`src/rtl/pipeline_hazard_controller_pkg.sv`:
```
// Shared types for the pipeline hazard controller: FSM encoding and register-file constants.
// Includes a helper that recognises a load-use dependency between the EX and ID stages.
package pipeline_ctrl_pkg;

   typedef enum logic [1:0] {
      RUN      = 2'd0,
      MEM_WAIT = 2'd1,
      ABORT    = 2'd2
   } state_e;

   localparam logic [4:0] REG_ZERO = 5'd0;

   // $zero is never a real producer, so a load targeting it cannot create a hazard
   function automatic logic load_use_hit(
      input logic       ex_mem_read,
      input logic [4:0] ex_rt,
      input logic [4:0] id_rs,
      input logic [4:0] id_rt,
      input logic       id_uses_rt
   );
      return ex_mem_read && (ex_rt != REG_ZERO) &&
             ((ex_rt == id_rs) || (id_uses_rt && (ex_rt == id_rt)));
   endfunction

endpackage

```
`src/rtl/pipeline_hazard_controller_if.sv`:
```
// Bundle of hazard inputs and stage enable/flush controls between the pipeline and the controller.
// master = pipeline datapath side, slave = hazard controller side.
interface pipeline_hazard_controller_if #(
   parameter int CNT_W = 32
);
   logic [4:0]       i_id_rs;
   logic [4:0]       i_id_rt;
   logic             i_id_uses_rt;
   logic [4:0]       i_ex_rt;
   logic             i_ex_mem_read;
   logic             i_id_branch_taken;
   logic             i_id_jump;
   logic             i_mem_req;
   logic             i_mem_ready;
   logic             o_pc_write;
   logic             o_if_id_write;
   logic             o_if_id_flush;
   logic             o_id_ex_write;
   logic             o_id_ex_flush;
   logic             o_ex_mem_write;
   logic             o_ex_mem_flush;
   logic             o_mem_wb_flush;
   logic             o_mem_timeout;
   logic [CNT_W-1:0] o_stall_count;
   logic [CNT_W-1:0] o_flush_count;

   modport master (
      output i_id_rs, i_id_rt, i_id_uses_rt, i_ex_rt, i_ex_mem_read,
             i_id_branch_taken, i_id_jump, i_mem_req, i_mem_ready,
      input  o_pc_write, o_if_id_write, o_if_id_flush, o_id_ex_write, o_id_ex_flush,
             o_ex_mem_write, o_ex_mem_flush, o_mem_wb_flush, o_mem_timeout,
             o_stall_count, o_flush_count
   );

   modport slave (
      input  i_id_rs, i_id_rt, i_id_uses_rt, i_ex_rt, i_ex_mem_read,
             i_id_branch_taken, i_id_jump, i_mem_req, i_mem_ready,
      output o_pc_write, o_if_id_write, o_if_id_flush, o_id_ex_write, o_id_ex_flush,
             o_ex_mem_write, o_ex_mem_flush, o_mem_wb_flush, o_mem_timeout,
             o_stall_count, o_flush_count
   );

endinterface

```
`src/rtl/pipeline_hazard_controller_perf_sat_counter.sv`:
```
// Saturating event counter: count is registered, updates one cycle after inc, holds at all-ones.
// Synchronous active-low reset clears it; no backpressure.
module perf_sat_counter #(
   parameter int W = 32
) (
   input  logic         clk,
   input  logic         reset,
   input  logic         inc,
   output logic [W-1:0] count
);

   logic [W-1:0] count_q;
   logic [W-1:0] count_d;

   always_comb begin
      count_d = count_q;
      if (inc && (count_q != {W{1'b1}})) begin
         count_d = count_q + W'(1);
      end
   end

   always_ff @(posedge clk) begin
      if (!reset) begin
         count_q <= '0;
      end else begin
         count_q <= count_d;
      end
   end

   assign count = count_q;

endmodule

```
`src/rtl/pipeline_hazard_controller.sv`:
```
// Stall/flush sequencer for the 5-stage pipeline: controls are combinational (same-cycle),
// state, timeout flag and counters registered; memory waits freeze the pipe until ready or timeout.
module pipeline_hazard_controller
   import pipeline_ctrl_pkg::*;
#(
   parameter int MEM_TIMEOUT = 255,
   parameter int TO_W        = 8,
   parameter int CNT_W       = 32
) (
   input  logic                      clk,
   input  logic                      reset,
   pipeline_hazard_controller_if.slave hz
);

   state_e            state_q, state_d;
   logic [TO_W-1:0]   wait_cnt_q, wait_cnt_d;
   logic              timeout_q, timeout_d;
   logic [TO_W-1:0]   wait_next;
   logic              load_use;
   logic              mem_miss;

   logic pc_write, if_id_write, if_id_flush, id_ex_write, id_ex_flush;
   logic ex_mem_write, ex_mem_flush, mem_wb_flush;
   logic [CNT_W-1:0] stall_count, flush_count;

   always_comb begin
      state_d      = state_q;
      wait_cnt_d   = wait_cnt_q;
      timeout_d    = timeout_q;
      pc_write     = 1'b1;
      if_id_write  = 1'b1;
      if_id_flush  = 1'b0;
      id_ex_write  = 1'b1;
      id_ex_flush  = 1'b0;
      ex_mem_write = 1'b1;
      ex_mem_flush = 1'b0;
      mem_wb_flush = 1'b0;

      load_use = load_use_hit(hz.i_ex_mem_read, hz.i_ex_rt, hz.i_id_rs,
                              hz.i_id_rt, hz.i_id_uses_rt);
      mem_miss = hz.i_mem_req && !hz.i_mem_ready;
      // wait_next is the number of frozen cycles including this one
      wait_next = ((state_q == MEM_WAIT) ? wait_cnt_q : '0) + TO_W'(1);

      case (state_q)
         RUN, MEM_WAIT: begin
            if ((state_q == RUN) ? mem_miss : !hz.i_mem_ready) begin
               pc_write     = 1'b0;
               if_id_write  = 1'b0;
               id_ex_write  = 1'b0;
               ex_mem_write = 1'b0;
               mem_wb_flush = 1'b1;
               if (wait_next == TO_W'(MEM_TIMEOUT)) begin
                  state_d    = ABORT;
                  wait_cnt_d = '0;
                  timeout_d  = 1'b1;
               end else begin
                  state_d    = MEM_WAIT;
                  wait_cnt_d = wait_next;
               end
            end else if (state_q == MEM_WAIT) begin
               state_d    = RUN;
               wait_cnt_d = '0;
            end else if (load_use) begin
               pc_write    = 1'b0;
               if_id_write = 1'b0;
               id_ex_flush = 1'b1;
            end else if (hz.i_id_branch_taken || hz.i_id_jump) begin
               if_id_flush = 1'b1;
            end
         end
         ABORT: begin
            pc_write     = 1'b0;
            if_id_write  = 1'b0;
            ex_mem_flush = 1'b1;
            mem_wb_flush = 1'b1;
            state_d      = RUN;
            wait_cnt_d   = '0;
         end
         default: begin
            state_d    = RUN;
            wait_cnt_d = '0;
         end
      endcase

      if (!reset) begin
         pc_write     = 1'b0;
         if_id_write  = 1'b0;
         id_ex_write  = 1'b0;
         ex_mem_write = 1'b0;
         if_id_flush  = 1'b1;
         id_ex_flush  = 1'b1;
         ex_mem_flush = 1'b1;
         mem_wb_flush = 1'b1;
      end
   end

   always_ff @(posedge clk) begin
      if (!reset) begin
         state_q    <= RUN;
         wait_cnt_q <= '0;
         timeout_q  <= 1'b0;
      end else begin
         state_q    <= state_d;
         wait_cnt_q <= wait_cnt_d;
         timeout_q  <= timeout_d;
      end
   end

   perf_sat_counter #(.W(CNT_W)) u_stall_cnt (
      .clk   (clk),
      .reset (reset),
      .inc   (!pc_write),
      .count (stall_count)
   );

   perf_sat_counter #(.W(CNT_W)) u_flush_cnt (
      .clk   (clk),
      .reset (reset),
      .inc   (if_id_flush),
      .count (flush_count)
   );

   assign hz.o_pc_write     = pc_write;
   assign hz.o_if_id_write  = if_id_write;
   assign hz.o_if_id_flush  = if_id_flush;
   assign hz.o_id_ex_write  = id_ex_write;
   assign hz.o_id_ex_flush  = id_ex_flush;
   assign hz.o_ex_mem_write = ex_mem_write;
   assign hz.o_ex_mem_flush = ex_mem_flush;
   assign hz.o_mem_wb_flush = mem_wb_flush;
   assign hz.o_mem_timeout  = timeout_q;
   assign hz.o_stall_count  = stall_count;
   assign hz.o_flush_count  = flush_count;

endmodule

```
`src/flat_wrapper.sv`:
```
// flat-port wrapper written by rule: the top's interface ports become plain ports
module pipeline_hazard_controller_flat import pipeline_ctrl_pkg::*;
#(
   parameter int MEM_TIMEOUT = 255,
   parameter int TO_W        = 8,
   parameter int CNT_W       = 32
)
  (clk, reset, hz_i_id_rs, hz_i_id_rt, hz_i_id_uses_rt, hz_i_ex_rt, hz_i_ex_mem_read, hz_i_id_branch_taken, hz_i_id_jump, hz_i_mem_req, hz_i_mem_ready, hz_o_pc_write, hz_o_if_id_write, hz_o_if_id_flush, hz_o_id_ex_write, hz_o_id_ex_flush, hz_o_ex_mem_write, hz_o_ex_mem_flush, hz_o_mem_wb_flush, hz_o_mem_timeout, hz_o_stall_count, hz_o_flush_count);
  pipeline_hazard_controller_if #(.CNT_W(CNT_W)) hz_i ();
  input  logic clk;
  input  logic reset;
  input wire logic [$bits(hz_i.i_id_rs)-1:0] hz_i_id_rs;
  input wire logic [$bits(hz_i.i_id_rt)-1:0] hz_i_id_rt;
  input wire logic [$bits(hz_i.i_id_uses_rt)-1:0] hz_i_id_uses_rt;
  input wire logic [$bits(hz_i.i_ex_rt)-1:0] hz_i_ex_rt;
  input wire logic [$bits(hz_i.i_ex_mem_read)-1:0] hz_i_ex_mem_read;
  input wire logic [$bits(hz_i.i_id_branch_taken)-1:0] hz_i_id_branch_taken;
  input wire logic [$bits(hz_i.i_id_jump)-1:0] hz_i_id_jump;
  input wire logic [$bits(hz_i.i_mem_req)-1:0] hz_i_mem_req;
  input wire logic [$bits(hz_i.i_mem_ready)-1:0] hz_i_mem_ready;
  output wire logic [$bits(hz_i.o_pc_write)-1:0] hz_o_pc_write;
  output wire logic [$bits(hz_i.o_if_id_write)-1:0] hz_o_if_id_write;
  output wire logic [$bits(hz_i.o_if_id_flush)-1:0] hz_o_if_id_flush;
  output wire logic [$bits(hz_i.o_id_ex_write)-1:0] hz_o_id_ex_write;
  output wire logic [$bits(hz_i.o_id_ex_flush)-1:0] hz_o_id_ex_flush;
  output wire logic [$bits(hz_i.o_ex_mem_write)-1:0] hz_o_ex_mem_write;
  output wire logic [$bits(hz_i.o_ex_mem_flush)-1:0] hz_o_ex_mem_flush;
  output wire logic [$bits(hz_i.o_mem_wb_flush)-1:0] hz_o_mem_wb_flush;
  output wire logic [$bits(hz_i.o_mem_timeout)-1:0] hz_o_mem_timeout;
  output wire logic [$bits(hz_i.o_stall_count)-1:0] hz_o_stall_count;
  output wire logic [$bits(hz_i.o_flush_count)-1:0] hz_o_flush_count;
  assign hz_i.i_id_rs = hz_i_id_rs;
  assign hz_i.i_id_rt = hz_i_id_rt;
  assign hz_i.i_id_uses_rt = hz_i_id_uses_rt;
  assign hz_i.i_ex_rt = hz_i_ex_rt;
  assign hz_i.i_ex_mem_read = hz_i_ex_mem_read;
  assign hz_i.i_id_branch_taken = hz_i_id_branch_taken;
  assign hz_i.i_id_jump = hz_i_id_jump;
  assign hz_i.i_mem_req = hz_i_mem_req;
  assign hz_i.i_mem_ready = hz_i_mem_ready;
  assign hz_o_pc_write = hz_i.o_pc_write;
  assign hz_o_if_id_write = hz_i.o_if_id_write;
  assign hz_o_if_id_flush = hz_i.o_if_id_flush;
  assign hz_o_id_ex_write = hz_i.o_id_ex_write;
  assign hz_o_id_ex_flush = hz_i.o_id_ex_flush;
  assign hz_o_ex_mem_write = hz_i.o_ex_mem_write;
  assign hz_o_ex_mem_flush = hz_i.o_ex_mem_flush;
  assign hz_o_mem_wb_flush = hz_i.o_mem_wb_flush;
  assign hz_o_mem_timeout = hz_i.o_mem_timeout;
  assign hz_o_stall_count = hz_i.o_stall_count;
  assign hz_o_flush_count = hz_i.o_flush_count;
  pipeline_hazard_controller #(.MEM_TIMEOUT(MEM_TIMEOUT), .TO_W(TO_W), .CNT_W(CNT_W)) u_core (.clk(clk), .reset(reset), .hz(hz_i));
endmodule
```
`config.mk`:
```
export PLATFORM = sky130hd
export DESIGN_NAME = pipeline_hazard_controller_flat
export DESIGN_NICKNAME = d
export VERILOG_FILES = /design/src/rtl/pipeline_hazard_controller_pkg.sv /design/src/rtl/pipeline_hazard_controller_if.sv /design/src/rtl/pipeline_hazard_controller_perf_sat_counter.sv /design/src/rtl/pipeline_hazard_controller.sv /design/src/flat_wrapper.sv
export SDC_FILE = /design/constraint.sdc
export NUM_CORES = 1
export LEC_CHECK = 0
export ABC_CLOCK_PERIOD_IN_PS = 10700
export CAP_MARGIN = 30
export CORE_ASPECT_RATIO = 0.7
export CORE_UTILIZATION = 28
export DETAILED_ROUTE_END_ITERATION = 7
export PLACE_DENSITY = 0.55
export SLEW_MARGIN = 20
export SYNTH_ARGS = -nofsm -noshare
export SYNTH_HDL_FRONTEND = slang
export SYNTH_HIERARCHICAL = 1
export SYNTH_SLANG_ARGS = --single-unit
export TNS_END_PERCENT = 5
```
`constraint.sdc`:
```
create_clock -name clk -period 10.7 [get_ports clk]
set_clock_uncertainty 0.1 [all_clocks]
set_input_delay 2.14 -clock clk [delete_from_list [all_inputs] [get_ports clk]]
set_output_delay 2.14 -clock clk [all_outputs]
set_load 0.05 [all_outputs]
```
# ---- Word-level counts from Yosys, hierarchy flattened
# Index checks and enable logic that the tools add are counted.
dict set report totals {
  word_cells 63
  output_inout_bits 73
  register_bits 75
  input_bits 23
}
dict set report op_classes {
  n_reduce_logical 16
  muxes 32
  add_sub_neg 3
  n_eq_ne 7
}
# op count
set op_table {}
lappend op_table {{adder 32 x 1 -> 32 bit (second input constant)} 2}
lappend op_table {{!= test 32 bit (second input constant)} 2}
lappend op_table {{2-to-1 mux 8 bit} 4}
lappend op_table {{2-to-1 mux 1 bit} 23}
lappend op_table {{equality test 5 bit} 2}
lappend op_table {{adder 8 x 1 -> 8 bit (second input constant)} 1}
lappend op_table {{equality test 8 bit (second input constant)} 1}
lappend op_table {{logical AND 1 bit} 6}
lappend op_table {{2-to-1 mux 2 bit} 3}
lappend op_table {{nonzero test 5 bit} 1}
lappend op_table {{one-hot mux 1 bit (2 select lines)} 2}
lappend op_table {{AND reduction 3 bit} 1}
lappend op_table {{equality test 2 x 1 -> 1 bit (second input constant)} 1}
lappend op_table {{equality test 2 bit (second input constant)} 1}
lappend op_table {{zero test 1 bit} 2}
lappend op_table {{zero test 2 bit} 1}
lappend op_table {{logical OR 1 bit} 2}
lappend op_table {{AND reduction 2 bit} 1}
lappend op_table {{nonzero test 2 bit} 1}
lappend op_table {{OR reduction 2 bit} 1}

# ---- Depth between registers and ports, before layout
# Gate-level depths: netlist (run 1).
dict set report logic_depth {
  depth_word 11
  mapped_depth 11
  mapped_depth_nobuf 10
}

# ---- By module
# The synthesis (run 1) kept the hierarchy.
# module instances area_per_inst_um2 cells_per_inst seq_area_each_um2
set modules_own_cells {}
lappend modules_own_cells {perf_sat_counter 2 1704.1 200 640.6}
lappend modules_own_cells {pipeline_hazard_controller 1 840.8 107 220.2}

# ---- Worst setup path before layout (run 1)
# No wires, ideal clock.
dict set report synth_path {
  kind {input -> output}
  startpoint {input port reset}
  endpoint {output port hz_o_pc_write}
  arrival_ns 4.796
  cell_stages 5
  n_path_buf 2
  setup_slack_ns 3.664
  t_required_ns 8.460
  path_cell_list {clkbuf_1 > o21ai_0 > or2_2 > a21oi_1 > buf_4}
}
dict set report synth_between {
  elab_chain_cells 1
}
# item line
set synth_rtl {}
lappend synth_rtl {{start, declared} flat_wrapper.sv:11} ;# input logic reset;
lappend synth_rtl {{2-to-1 mux 1 bit} -}
lappend synth_rtl {{end, declared} flat_wrapper.sv:21} ;# output wire logic [$bits(hz_i.o_pc_write)-1:0] hz_o_pc_write;
# Every way passes these cells.

# ---- Worst setup path after layout (run 1)
dict set report layout_path {
  startpoint {input port hz_i_ex_rt[1]}
  endpoint {output port hz_o_if_id_flush}
}
dict set report layout_between {
  elab_chain_cells 9
  word_cells_on_any_way 12
  cone_classes {eq/ne (2); mux (5); reduce/logical (5)}
}
# item line
set layout_rtl {}
lappend layout_rtl {{start, declared} flat_wrapper.sv:15} ;# input wire logic [$bits(hz_i.i_ex_rt)-1:0] hz_i_ex_rt;
lappend layout_rtl {{equality test 5 bit} pipeline_hazard_controller_pkg.sv:22} ;# ((ex_rt == id_rs) || (id_uses_rt && (ex_rt == id_rt)));
lappend layout_rtl {{logical AND 1 bit} pipeline_hazard_controller_pkg.sv:22}
lappend layout_rtl {{logical OR 1 bit} pipeline_hazard_controller_pkg.sv:22}
lappend layout_rtl {{logical AND 1 bit (*)} pipeline_hazard_controller_pkg.sv:21} ;# return ex_mem_read && (ex_rt != REG_ZERO) &&
lappend layout_rtl {{2-to-1 mux 1 bit (*)} pipeline_hazard_controller.sv:64} ;# end else if (load_use) begin
lappend layout_rtl {{2-to-1 mux 1 bit (*)} pipeline_hazard_controller.sv:61} ;# end else if (state_q == MEM_WAIT) begin
lappend layout_rtl {{2-to-1 mux 1 bit (*)} pipeline_hazard_controller.sv:47} ;# if ((state_q == RUN) ? mem_miss : !hz.i_mem_ready) begin
lappend layout_rtl {{2-to-1 mux 1 bit (*)} pipeline_hazard_controller.sv:45} ;# case (state_q)
lappend layout_rtl {{2-to-1 mux 1 bit (*)} pipeline_hazard_controller.sv:86} ;# if (!reset) begin
lappend layout_rtl {{end, declared} flat_wrapper.sv:23} ;# output wire logic [$bits(hz_i.o_if_id_flush)-1:0] hz_o_if_id_flush;
# Every way passes the cells marked *; elsewhere a longest branch is shown, timed or not.

==> results.txt, run 1 <==
Gpl congestion: 0.840
Wire per inst: 15.5 um
Worst hold endpoint: u_core/hz.o_mem_timeout
Row count: 37
Worst Path Max Fanout: 6
Cts repair resizes: 0
Filler Cell Count: 1468
Global Route Usage Sum: 0.160
Hold Vio Cnt, Final: 0
Core box area: 14800 um^2
R2R setup slack: 6.69 ns
Initial Util: 0.288
Top Ports: 96
Die ar.: 15700 um^2
Max H-tree Level: 3
Area leader, netlist: dfxtp_1
Status: completed
Root Buffer: clkbuf_16
Die X: 149 um
Distinct cells, synth: 53
Hold Startpoint: u_core/hz.o_mem_timeout
Vias after detailed routing: 4286
Post-detail-place hpwl: 8750 um
Worst reg2reg startpoint: u_core/state_q[0]
Cts-stage hold buffer count: 0
Clock Sinks: 75
Pin count of the biggest net entering global routing: 52
Max frequency: 136 MHz
Net Count, Synth: 534
Drt total wl: 12200 um
First drt pass iteration count: 5
Initial antenna violation count: 0
YS warnings: 6
Slew headroom: 0.453
Vias per cell: 5.44
Global-route wire length before repair: 20100 um
Worst-margin pin slew: 0.812 ns
Worst Path Arrival: 5.12 ns
Final Non-Filler Cells: 788
Synth top area share: 0.353
RSZ-0062 raised after global routing: false
Max IR drop VDD: 77.5 uV
Hold Path Stages: 1
CP Launch Type: primary input
Vias in the first global route: 3885
Reg-to-Reg End: u_core/u_flush_cnt/count[31]
Top_reg_cell synth: dfxtp_1
Final slew viol count: 0
Kind of critical path: in -> out
Synth async-reset ratio: 0
Total gr overflow: 0
Number of max-cap violations: 0
Post-Syn Area: 4250 um^2
WP data required: 8.46 ns
Clock transition at path regs: 0.06 ns
Synth top cells by count: dfxtp_1, nand2_1, a21oi_1, nand3_1, nor2_1
Nets: 615
Setup TNS: 0 ns
Post-Syn Area per Cell: 8.38 um^2
CTS tree: built
Post-synthesis cell count: 507
Hold Path Class: reg -> reg
Chip Height: 105 um
Sequential area share after synthesis: 0.353
Pwr Density: 123 nW/um^2
Port buffer count: 95
Leakage dissipation: 1.82 nW
Dominant cells by area after synthesis: dfxtp_1, o31ai_1, or4_1
Clk_lat worst skew: 0.34 ns
Inserted Diodes: 0
Syn-to-layout area delta: 34.2%
Tcrit/Tclk final: 0.688
Post-CTS setup buffers: 0
Reg2Reg Depth: 9
CTS max path bufs: 2
Num CTS Buffers: 9
Ratio of cells with drive above 1 in the final layout: 0.0675
Inst Count DP: 772
Post-synth EDFFs: 0
Power, Total: 699 uW
Cell with the most instances after synthesis: dfxtp_1
DRC violations left: 0
Initial DRC Count: 328
Min cycle time layout: 7.36 ns
Crit. End Element: output pin
ANT nets after route: 0
Final-report setup violation count: 0
Flop and latch count out of synthesis: 75
## stage by stage
step / utilization / hold WS, ns / setup slack, ns / instance area (um^2)
detailed placement: 0.362 / 0.357 / 3.37 / 5350
global route: 0.386 / 0.401 / 3.18 / 5700
global placement: 0.362 / 0.357 / 3.50 / 5350
floorplan: - / 0.380 / 3.66 / 4250
CTS: 0.385 / 0.379 / 3.35 / 5690
finish: 0.386 / 0.375 / 3.34 / 5700
## worst max-delay path by stage
stage	start	endpoint	slack (ns)	cells past startpoint
final	hz_i_ex_rt[1]	hz_o_if_id_flush	3.34	6
after global routing	hz_i_ex_rt[1]	hz_o_if_id_flush	3.18	6
after global placement	hz_i_ex_rt[1]	hz_o_if_id_flush	3.50	6
after detailed placement	hz_i_ex_rt[1]	hz_o_if_id_flush	3.37	6
after floorplan	reset	hz_o_pc_write	3.66	5
after CTS	hz_i_ex_rt[1]	hz_o_if_id_flush	3.35	6
## routing by layer
metal  track usage  routed length, um
met5             0                  0
met4        0.0328                 93
met3        0.0437                702
met2         0.231               5130
met1         0.234               6290
## cell families after synthesis
group	Yosys count	synth area share
xor gates and xnor gates	23	0.0474
adders and majority gates	4	0.0118
muxes	14	0.0330
and+or+nand+nor	242	0.335
AOI/OAI and AO/OA	110	0.181
DFF	75	0.353
buffers and inverters	39	0.0386
## power breakdown
part / leakage (nW) / switching [mW] / internal (mW)
clock: 0.165 / 0.122 / 0.227
sequential: 0.605 / 0.00456 / 0.282
combinational: 1.05 / 0.0391 / 0.0236
total: 1.82 / 0.165 / 0.533
## registers in the layout, indices dropped and copies added (netlist names)
signal	cells
u_core/hz.o_mem_timeout	1
u_core/state_q	2
u_core/u_flush_cnt/count	32
u_core/u_stall_cnt/count	32
u_core/wait_cnt_q	8
## cell usage in the layout, fill, tap and decap left out, types with 4 or more instances in the layout
cell type        netlist  layout
nand3_2                4       4
nand4_1               20      20
ha_1                   4       4
mux2i_1               14      14
o41ai_1                6       6
a21oi_1               33      33
nand2_1               44      44
xnor2_1               11      11
or4_4                  4       4
inv_1                 11      11
o211ai_1               5       5
dfxtp_1               75      75
and2_1                 6       6
or4_1                 23      23
clkdlybuf4s50_1        0      94
clkbuf_16              0       9
o311ai_0               4       4
nand3_1               28      28
nor3_1                 9       9
and4_1                12      12
nand2b_1              18      18
o21ai_0               14      14
xor2_1                12      12
and3_1                 8       8
o31ai_1               24      24
nor4_1                13      11
or3_1                 10      10
nor2_1                28      28
## critical path: stages
cell and delay (ns):
clkdlybuf4s50_1 0.47, or4_1 0.54, o21ai_0 0.24, nor2_1 0.11, o21ai_0 0.67, clkdlybuf4s50_1 0.95
## layout make-up
class / count / area [um^2] / share of cell area
Tap cell: 195 / 244 / 0.0428
Clock inverter: 7 / 116 / 0.0204
Sequential cell: 75 / 1500 / 0.263
Clock buffer: 9 / 225 / 0.0395
Timing Repair Buffer: 98 / 968 / 0.170
Inverter: 11 / 41.3 / 0.00724
Multi-Input combinational cell: 393 / 2610 / 0.457
Power figures use the tool's default switching activity.
==> inputs of run 2 (changes only) <==
--- a/config.mk
+++ b/config.mk
@@ -5,12 +5,12 @@
 export SDC_FILE = /design/constraint.sdc
 export NUM_CORES = 1
 export LEC_CHECK = 0
-export ABC_CLOCK_PERIOD_IN_PS = 10700
+export ABC_CLOCK_PERIOD_IN_PS = 6250
 export CAP_MARGIN = 30
 export CORE_ASPECT_RATIO = 0.7
 export CORE_UTILIZATION = 28
 export DETAILED_ROUTE_END_ITERATION = 7
-export PLACE_DENSITY = 0.55
+export PLACE_DENSITY = 0.56
 export SLEW_MARGIN = 20
 export SYNTH_ARGS = -nofsm -noshare
 export SYNTH_HDL_FRONTEND = slang
==> constraint.sdc (replaced) <==
create_clock -name clk -period 6.25 [get_ports clk]
set_clock_uncertainty 0.1 [all_clocks]
set_input_delay 1.25 -clock clk [delete_from_list [all_inputs] [get_ports clk]]
set_output_delay 1.25 -clock clk [all_outputs]
set_load 0.05 [all_outputs]
==> results.txt, run 2 (same netlist as run 1, synthesis figures left out) <==
Status: completed
Hold Slack: 0.384 ns (+0.00839 ns)
Most frequent cells in the layout: clkdlybuf4s50_1, dfxtp_1, nand2_1
Syn-to-layout area delta: 33.7%
Vias after detailed routing: 4269 (-0.40%)
Slew headroom: 0.464 (+0.0106)
Initial Util: 0.288 (unchanged)
Clock Sinks: 75 (unchanged)
Global Route Usage Sum: 0.159 (-0.000978)
Tcrit/Tclk final: 0.828
Clk_lat worst skew: 0.33 ns (about the same)
Number of max-cap violations: 0 (unchanged)
Final-report setup violation count: 0 (unchanged)
Port buffer count: 95 (unchanged)
First drt pass iteration count: 7 (+2)
Post-detail-place hpwl: 8930 um (+2.0%)
Ratio of cells with drive above 1 in the final layout: 0.0688 (+0.00134)
Vias per cell: 5.40 (-0.77%)
Post-route cell area: 5680 um^2 (-0.37%)
Kind of critical path: in -> out
DP Area: 5370 um^2 (+0.42%)
Hold Vio Cnt, Final: 0 (unchanged)
Inserted Diodes: 0 (unchanged)
Drt total wl: 12100 um (-1.0%)
Pwr Density: 200 nW/um^2 (+63%)
Root Buffer: clkbuf_16
Crit. End Element: output pin
CP Launch Type: primary input
CTS max path bufs: 2 (unchanged)
Max IR drop VDD: 113 uV (+46%)
Chip Height: 105 um (unchanged)
Nets: 618 (+0.49%)
CP max-delay cell: clkdlybuf4s50_1
Bufs and invs on worst path: 3 (+1)
Leakage dissipation: 1.79 nW (-1.3%)
CTS tree: built
Cts repair resizes: 0 (unchanged)
Core box area: 14800 um^2 (unchanged)
Wire per inst: 15.3 um (-1.4%)
Row count: 37 (unchanged)
Vias in the first global route: 3859 (-0.67%)
Post-CTS setup buffers: 0 (unchanged)
RSZ-0062 raised after global routing: false
Setup TNS: 0 ns (unchanged)
CP top delay family: buffers and inverters
Die X: 149 um (unchanged)
Crit-path cells: clkdlybuf4s50_1, or4_1, o21ai_0, nor2_1, o21ai_0, buf_4, clkdlybuf4s50_1
Total gr overflow: 0 (unchanged)
Global-route wire length before repair: 19900 um (-1.0%)
Gpl congestion: 0.852 (+1.4%)
Num CTS Buffers: 9 (unchanged)
CP max stage delay: 0.81 ns (-0.14 ns)
Worst Path Max Fanout: 6 (unchanged)
Worst-margin pin slew: 0.803 ns (-0.00828 ns)
DRC violations left: 0 (unchanged)
Max H-tree Level: 3 (unchanged)
Hold Path Class: reg -> reg
Final slew viol count: 0 (unchanged)
ANT nets after route: 0 (unchanged)
Pin count of the biggest net entering global routing: 51 (-1.9%)
Die ar.: 15700 um^2 (unchanged)
Clock transition at path regs: 0.06 ns (about the same)
Worst Path Arrival: 3.82 ns (-1.30 ns)
Most common cell after layout, fill and taps aside: clkdlybuf4s50_1
Max frequency: 193 MHz
Cts-stage hold buffer count: 0 (unchanged)
Initial antenna violation count: 0 (unchanged)
Top Ports: 96 (unchanged)
Min cycle time layout: 5.17 ns
Initial DRC Count: 230 (-30%)
WP data required: 4.90 ns (-3.56 ns)
[run 2: cell count changes in the layout (fill, tap and decap cells not counted), sizes merged]
cell / delta
buf: +3
bufinv: -2
clkbuf: +4
clkinv: -2
[run 2: through the flow]
| stage | util | worst slack [ns] | power, mW | std cells |
|---|---|---|---|---|
| final | 0.385 | 1.08 | 1.13 | 791 |
| after global routing | 0.385 | 0.951 | 1.18 | 791 |
| after CTS | 0.385 | 1.07 | 1.15 | 791 |
| after detailed placement | 0.364 | 1.07 | 0.610 | 775 |
| after global placement | 0.364 | 1.12 | 0.608 | 775 |
| after floorplan | - | 0.913 | 0.566 | 507 |
[run 2: report_power, final]
group	internal (mW)	switching, mW
Sequential	0.484	0.00785
Clock	0.332	0.203
Combinational	0.0410	0.0663
[run 2: layer usage]
layer  GRT usage  vias up  wire, um
li1            -     2114         -
met1       0.232     2025      6190
met2       0.226      117      5040
met3      0.0450       13       712
met4      0.0401        0       157
met5           0        -         0
[run 2: layout make-up]
cell class | instances | area [um^2]
clock buffer | 13 | 260
multi-input combinational | 393 | 2600
fill | 1474 | 9090
sequential | 75 | 1500
inverter | 11 | 41.3
timing repair buffer | 101 | 991
tap | 195 | 244
clock inverter | 3 | 46.3
[run 2: worst paths after layout]
check | from | to | slack [ns] | depth (start not counted)
max | hz_i_ex_rt[1] | hz_o_if_id_flush | 1.08 | 7
min | u_core/hz.o_mem_timeout | u_core/hz.o_mem_timeout | 0.38 | 1
max reg2reg | u_core/state_q[0] | u_core/u_flush_cnt/count[31] | 3.03 | 11
min reg2reg | u_core/hz.o_mem_timeout | u_core/hz.o_mem_timeout | 0.38 | 1
==> inputs of run 3 (changes only) <==
--- a/config.mk
+++ b/config.mk
@@ -5,12 +5,12 @@
 export SDC_FILE = /design/constraint.sdc
 export NUM_CORES = 1
 export LEC_CHECK = 0
-export ABC_CLOCK_PERIOD_IN_PS = 6250
+export ABC_CLOCK_PERIOD_IN_PS = 5300
 export CAP_MARGIN = 30
 export CORE_ASPECT_RATIO = 0.7
 export CORE_UTILIZATION = 28
 export DETAILED_ROUTE_END_ITERATION = 7
-export PLACE_DENSITY = 0.56
+export PLACE_DENSITY = 0.55
 export SLEW_MARGIN = 20
 export SYNTH_ARGS = -nofsm -noshare
 export SYNTH_HDL_FRONTEND = slang
==> constraint.sdc (replaced) <==
create_clock -name clk -period 5.3 [get_ports clk]
set_clock_uncertainty 0.1 [all_clocks]
set_input_delay 1.06 -clock clk [delete_from_list [all_inputs] [get_ports clk]]
set_output_delay 1.06 -clock clk [all_outputs]
set_load 0.05 [all_outputs]
==> results.txt, run 3 (same netlist as run 1, synthesis figures left out) <==
Final core utilization: 0.387 (+0.00254)
Hold Path Class: reg -> reg
Hold Vio Cnt, Final: 0 (unchanged)
Initial antenna violation count: 0 (unchanged)
Area of the multi-input gates: 2600 um^2 (unchanged)
Total gr overflow: 0 (unchanged)
Worst Path Max Fanout: 3 (-3)
Row count: 37 (unchanged)
Kind of critical path: in -> out
Leakage dissipation: 1.82 nW (+1.3%)
Cts repair resizes: 0 (unchanged)
Cts-stage hold buffer count: 0 (unchanged)
Vias after detailed routing: 4243 (-0.61%)
Crit. End Element: output pin
Worst Path Arrival: 3.57 ns (-0.25 ns)
Vias per cell: 5.36 (-0.73%)
Inserted Diodes: 0 (unchanged)
Wire per inst: 15.6 um (+2.0%)
Hold Startpoint: u_core/hz.o_mem_timeout
DRC violations left: 0 (unchanged)
Clock Sinks: 75 (unchanged)
Clock transition at path regs: 0.06 ns (about the same)
Num CTS Buffers: 9 (unchanged)
Ratio of cells with drive above 1 in the final layout: 0.0737 (+0.00491)
Initial Util: 0.288 (unchanged)
Number of max-cap violations: 0 (unchanged)
Post-route cell area: 5720 um^2 (+0.66%)
Slew headroom: 0.449 (-0.0144)
Port buffer count: 95 (unchanged)
Global Route Usage Sum: 0.161 (+0.00163)
Reg-to-Reg End: u_core/u_flush_cnt/count[31]
CTS max path bufs: 2 (unchanged)
Max frequency: 212 MHz
Max H-tree Level: 3 (unchanged)
CP Launch Type: primary input
Core box area: 14800 um^2 (unchanged)
Clk_lat worst skew: 0.34 ns (about the same)
Drt total wl: 12400 um (+2.2%)
Top Ports: 96 (unchanged)
Worst-margin pin slew: 0.825 ns (+0.0216 ns)
Most frequent cells in the layout: clkdlybuf4s50_1, dfxtp_1, nand2_1
Reg2Reg Depth: 10 (-1)
Min cycle time layout: 4.73 ns
Filler Cell Count: 1471 (-0.20%)
Hold Path Stages: 1 (unchanged)
Nets: 619 (+0.16%)
Most common cell after layout, fill and taps aside: clkdlybuf4s50_1
Final slew viol count: 0 (unchanged)
Inst Count DP: 775 (unchanged)
First drt pass iteration count: 5 (-2)
CTS tree: built
Chip Height: 105 um (unchanged)
ANT nets after route: 0 (unchanged)
Initial DRC Count: 301 (+31%)
Die X: 149 um (unchanged)
Final-report setup violation count: 0 (unchanged)
Post-detail-place hpwl: 9080 um (+1.7%)
R2R setup slack: 2.13 ns (-0.90 ns)
Register area: 1500 um^2 (unchanged)
Vias in the first global route: 3882 (+0.60%)
DP Area: 5380 um^2 (+0.19%)
Die ar.: 15700 um^2 (unchanged)
Setup TNS: 0 ns (unchanged)
Worst hold endpoint: u_core/hz.o_mem_timeout
Gpl congestion: 0.866 (+1.6%)
Crit. Startpoint: hz_i_ex_rt[1]
Pin count of the biggest net entering global routing: 35 (-31%)
WP data required: 4.14 ns (-0.76 ns)
Max IR drop VDD: 131 uV (+16%)
Root Buffer: clkbuf_16
Global-route wire length before repair: 19900 um (+0.18%)
Post-CTS setup buffers: 0 (unchanged)
RSZ-0062 raised after global routing: false
Tcrit/Tclk final: 0.892
Final Non-Filler Cells: 792 (+0.13%)
Power, Total: 1.39 mW (+22%)
Worst reg2reg startpoint: u_core/state_q[0]
Syn-to-layout area delta: 34.6%
Pwr Density: 243 nW/um^2 (+22%)
Status: completed
## run 3: worst max-delay path by stage
stage                                         to  slack [ns]  cells after the start
floorplan           u_core/u_flush_cnt/count[31]        0.15                      9
global placement                   hz_o_pc_write        0.60                      6
detailed placement                 hz_o_pc_write        0.56                      6
CTS                                hz_o_pc_write        0.54                      6
global route                       hz_o_pc_write        0.45                      6
finish                             hz_o_pc_write        0.57                      6
## run 3: stage by stage
step	hold slack, ns	setup WS (ns)
final	0.373	0.574
after global routing	0.417	0.447
after CTS	0.376	0.541
after detailed placement	0.352	0.563
after global placement	0.351	0.603
after floorplan	0.380	0.153
## run 3: metal layers
layer / wire length [um] / track usage
met3: 626 / 0.0410
met4: 82 / 0.0445
met1: 6440 / 0.233
met2: 5210 / 0.232
met5: 0 / 0
## run 3: critical path, stage by stage
cell and delay [ns]:
clkdlybuf4s50_1 0.46, or4_1 0.54, o21ai_0 0.23, nor2_1 0.12
a21oi_1 0.29, clkdlybuf4s50_1 0.87
## run 3: report_power, final
part / internal [mW] / total (mW) / leakage [nW] / switching [mW]
sequential: 0.570 / 0.579 / 0.605 / 0.00927
combinational: 0.0496 / 0.128 / 1.05 / 0.0786
clock: 0.438 / 0.682 / 0.159 / 0.244
## run 3: layout make-up
| cell class | count | share of cell area |
|---|---|---|
| multi-input cells | 393 | 0.454 |
| flip-flops and latches | 75 | 0.263 |
| repair buffers | 102 | 0.176 |
| clock buffers | 12 | 0.0449 |
| well taps | 195 | 0.0427 |
| clock inverters | 4 | 0.0127 |
| inverters | 11 | 0.00722 |
